[src/rtl/moore_seq_detect.sv]
// Moore-style serial pattern detector: shifts in x on enabled clocks and raises a
// registered one-cycle z when the last PAT_W bits equal a programmable pattern.
module moore_seq_detect #(
    parameter int PAT_W = 4,
    parameter int CNT_W = 8
) (
    input  logic             clk,
    input  logic             reset,
    input  logic             en,
    input  logic             x,
    input  logic [PAT_W-1:0] pattern,
    input  logic             overlap,
    input  logic             clear,
    output logic             z,
    output logic [CNT_W-1:0] match_count,
    output logic             count_sat
);

    localparam int FILL_W = $clog2(PAT_W + 1);
    localparam logic [FILL_W-1:0] FILL_FULL = FILL_W'(PAT_W);

    logic [PAT_W-1:0]  hist_q, hist_d;
    logic [FILL_W-1:0] fill_q, fill_d;
    logic              z_q, z_d;
    logic [CNT_W-1:0]  cnt_q, cnt_d;

    logic [PAT_W-1:0]  nh;
    logic [FILL_W-1:0] nf;
    logic              hit;

    // Candidate history/fill if this edge consumes x; fill saturates at PAT_W.
    always_comb begin
        nh  = {hist_q[PAT_W-2:0], x};
        nf  = (fill_q == FILL_FULL) ? fill_q : fill_q + FILL_W'(1);
        hit = (nh == pattern) && (nf == FILL_FULL);
    end

    always_comb begin
        hist_d = hist_q;
        fill_d = fill_q;
        cnt_d  = cnt_q;
        z_d    = 1'b0;
        if (clear) begin
            hist_d = '0;
            fill_d = '0;
            cnt_d  = '0;
        end else if (en) begin
            hist_d = nh;
            z_d    = hit;
            // Non-overlap restarts the fill so the next match needs PAT_W fresh bits.
            fill_d = (hit && !overlap) ? '0 : nf;
            if (hit && !(&cnt_q)) begin
                cnt_d = cnt_q + CNT_W'(1);
            end
        end
    end

    always_ff @(posedge clk or posedge reset) begin
        if (reset) begin
            hist_q <= '0;
            fill_q <= '0;
            z_q    <= 1'b0;
            cnt_q  <= '0;
        end else begin
            hist_q <= hist_d;
            fill_q <= fill_d;
            z_q    <= z_d;
            cnt_q  <= cnt_d;
        end
    end

    assign z           = z_q;
    assign match_count = cnt_q;
    assign count_sat   = &cnt_q;

endmodule

[config.mk]
export PLATFORM = sky130hd
export DESIGN_NAME = moore_seq_detect
export DESIGN_NICKNAME = d
export VERILOG_FILES = /design/src/rtl/moore_seq_detect.sv
export SDC_FILE = /design/constraint.sdc
export NUM_CORES = 1
export LEC_CHECK = 0
export CORE_MARGIN = 8
export CORE_UTILIZATION = 43
export DETAILED_ROUTE_END_ITERATION = 10
export PLACE_DENSITY = 0.74
export RECOVER_POWER = 100
export SYNTH_ARGS = -nofsm -noshare
export SYNTH_HDL_FRONTEND = slang
export SYNTH_SLANG_ARGS = --single-unit
[constraint.sdc]
create_clock -name clk -period 6.7 [get_ports clk]
set_clock_uncertainty 0.1 [all_clocks]
set_input_delay 1.005 -clock clk [delete_from_list [all_inputs] [get_ports clk]]
set_output_delay 1.005 -clock clk [all_outputs]
set_load 0.1 [all_outputs]
# Yosys cells after proc, flatten, opt, wreduce, memory -nomap -nowiden
# Index checks and enable logic that the tools add are counted.
# op_classes
n_addsub	2
eq_ne	3
n_mux	11
reduce_logical	9
# op_table
operator	n
2-to-1 mux 8 bit	3
2-to-1 mux 3 bit	6
adder 8 x 1 -> 8 bit, second input constant	1
AND reduction 8 bit	1
== test 3 bit, second input constant	2
== test 4 bit	1
nonzero test 2 bit	2
adder 3 x 1 -> 3 bit, second input constant	1
logical AND 1 bit	3
logical NOT 1 bit	2
2-to-1 mux 1 bit	2
AND reduction 2 bit	1
# totals
register_bits	15
input_bits	10
out_inout_bits	10
wordCells	29

# Logic depth before layout (Yosys ltp)
# logic_depth
depth_word	8
depth_mapped	8
depth_no_buf	7

# Least setup slack after synthesis
# OpenSTA, ideal clock, no wires.
# synth_timing
path_kind	flip-flop to output port
from	register cnt_q[1] (netlist: match_count[1])
to	output port count_sat
arrival_ns	2.624
setup_slack_ns	2.971
path_stages_with_launch	5
n_path_buf	1
cell_sequence	dfrtp_1 > ha_1 > nand3_1 > nor2_1 > clkbuf_1
# synth_between
elab_chain_len	1
# synth_lines
item	line_no	rtl
start, declared	25	logic [CNT_W-1:0] cnt_q, cnt_d;
start signal, assigned	68	cnt_q <= cnt_d;
AND reduction 8 bit	74	assign count_sat = &cnt_q;
end, declared	16	output logic count_sat
# Every way passes these cells.

# Worst setup path in the final report
# layout_timing
from	register cnt_q[0] (netlist: match_count[0])
to	output port count_sat
# Same word-level chain as after synthesis.

==> metrics.txt <==
nets@finish=between 100 and 150; pre-CTS WS=3.01 ns; row count=16; area grow syn2layout=27.2%; Longest Clk Path Bufs=2; die width=about 60 µm; share of cells above drive strength 1=5.56%; synth unique cells=28; pwr dens=154 mW/mm²; Peak supply drop=between 0.0001 and 0.00015 V; DRC viols=0; Initial DRC Count=11; Final Max Slew Viols=0; core footprint=~0.0019 mm²; Synthesis Warnings=0; Via density=~5.6; Tmin final=slightly above 4 ns; Ports=20; post-synth top area share=between 40 and 50%; worst path cell trace=ha_1, nand3_1, nor2_1, dlygate4sd3_1; Setup-failing EPs final=0; Hold Crit Class=reg2reg; CTS tree=yes; Final ANT Viol Nets=0; cts hold-fix bufs=0; CP arrival=~3.0 ns; Worst Path Max Fanout=13; Tcrit/Tclk final=about three fifths; initial antenna violation count=0; Worst-Margin Slew=between 1 and 1.5 ns; setup TNS=0 ns; CP max stage cell=dlygate4sd3_1; fmax=0.247 GHz; synthesized cell area=~850 µm²; synth top area cells=dfrtp_1, a21oi_1, ha_1; cells after synthesis=89; PnR worst setup slack=between 2 and 3 ns; Worst setup EP type=output port; Avg Cell Area, Syn=9.52 µm²; RSZ-0062 raised after global routing=no; number of max-cap violations=0; outcome=completed; Worst Path Required=about 5.6 ns; final WL=between 1.5 and 2 mm; Crit Path Class=reg2out; Worst-path clk slew=approximately 0.09 ns; setup repair bufs after CTS=0; CP max stage delay=1.30 ns; sequential area share after synthesis=44.3%; H-tree level count=1; PortBufs=19; DIE HEIGHT=60.4 µm; HPWL after DPL=about 1.4 mm; Final Hold Viols=0; leak pwr=between 0.4 and 0.5 nW; PostCTS Resize Cnt=0; Overall Power=approximately 0.17 mW; drt pass-1 iters=4; area leader, netlist=dfrtp_1; n_diodes=0; vias in the first global route=~730; Total GRT Usage=between 10% and 20%; WL per Instance=14.1 µm; Clock Latency Late Sink=approximately 0.29 ns; die area=around 0.0036 mm²; Placer Congestion=roughly 0.73; Synth Net Count=102; commonest non-fill, non-tap cells in the layout=dfrtp_1, dlygate4sd3_1, nor2_1, a21oi_1, clkdlybuf4s50_1; total CTS buffers=3; relative slew slack=22.5%; CTS Sinks=15; CP startpoint kind=register; initial core utilization=between 40 and 50%; count of state elements after synthesis=15; largest net degree at the start of global routing=19; global route total overflow=0; root buf cell=clkbuf_4; Via Count=753; commonest non-fill, non-tap cell in the layout=dfrtp_1; first-pass GRT wire length=~3.3 mm
path summary, 6_finish.rpt:
check                      slack [ns]                        from  cells after the start                         end
max in group asynchronous        5.00                       reset                      2  match_count[1]$_DFFE_PP0P_
hold reg to reg                  0.44       fill_q[2]$_DFFE_PP0P_                      1       fill_q[2]$_DFFE_PP0P_
setup reg to reg                 3.95       fill_q[0]$_DFFE_PP0P_                      7  match_count[3]$_DFFE_PP0P_
hold / removal                   0.44       fill_q[2]$_DFFE_PP0P_                      1       fill_q[2]$_DFFE_PP0P_
min in group asynchronous        1.11                       reset                      2       fill_q[0]$_DFFE_PP0P_
setup / recovery                 2.65  match_count[0]$_DFFE_PP0P_                      4                   count_sat
Yosys cell counts:
master	instances
and3_1	2
nand3_1	5
inv_1	4
ha_1	3
xnor2_1	2
nor2_1	8
o41ai_1	1
o21ba_2	2
dfrtp_1	15
or4_1	4
a2111oi_0	1
mux2i_1	3
o211ai_2	1
o31ai_1	4
o31a_1	1
o21ai_0	1
nand2_1	6
xor2_1	3
o21a_1	1
or3b_1	1
a211oi_2	1
clkbuf_1	4
nor3_1	3
nor3b_1	1
nand2b_1	1
a21oi_1	8
and2_1	1
or3_1	2
critical path: cells and delay by family (launching register included):
kind / cells / cell delay (ns)
flip-flops: 1 / 0.42
buffers and inverters: 1 / 1.30
adder cells (fa/ha/maj): 1 / 0.19
AND/OR/NAND/NOR: 2 / 0.75
state kept, by name, indices dropped and copies added, names as in the netlist:
register / cells
match_count: 8
fill_q: 3
hist_q: 3
z: 1
power by group:
part	internal (mW)	leakage, nW	switching [mW]
registers	0.0923	0.207	0.00172
logic	0.00964	0.248	0.00999
clock network	0.0232	0.0150	0.0289
total	0.125	0.470	0.0406
cell families after synthesis:
kind of cell,after synthesis,share of synthesized area (%)
AO/OA/AOI/OAI,21,18.2
AND/OR/NAND/NOR,34,20.8
adder cells (fa/ha/maj),3,4.43
buffers and inverters,8,3.54
flip-flops,15,44.3
multiplexers,3,3.55
XOR/XNOR,5,5.17
area by class of cell:
class,instances,area [µm²]
Inverter,4,15.0
Fill cell,183,825
Tap cell,27,33.8
Sequential cell,15,375
Clock buffer,4,26.3
Multi-Input combinational cell,66,437
Timing Repair Buffer,19,190
per-stage QoR:
step                      hold slack (ns)  util (%)  area, µm²  instances
after floorplan                     0.387         -        847         89
after global placement              0.422      55.5       1060        131
after detailed placement            0.433      55.5       1060        131
after CTS                           0.448      56.9       1080        135
after global routing                0.491      56.6       1080        135
final                               0.444      56.6       1080        135
per-layer routing:
metal  up-vias  wire (µm)  share of wire [%]  GRT usage (%)
met2        23        953                 50           19.4
met5         -          0                  0              0
met3         7        107                5.6           3.81
li1        359          -                  -              -
met1       364        791                 42           12.4
met4         0         52                2.7           6.80
No activity file was read; power rests on OpenSTA's default activity.
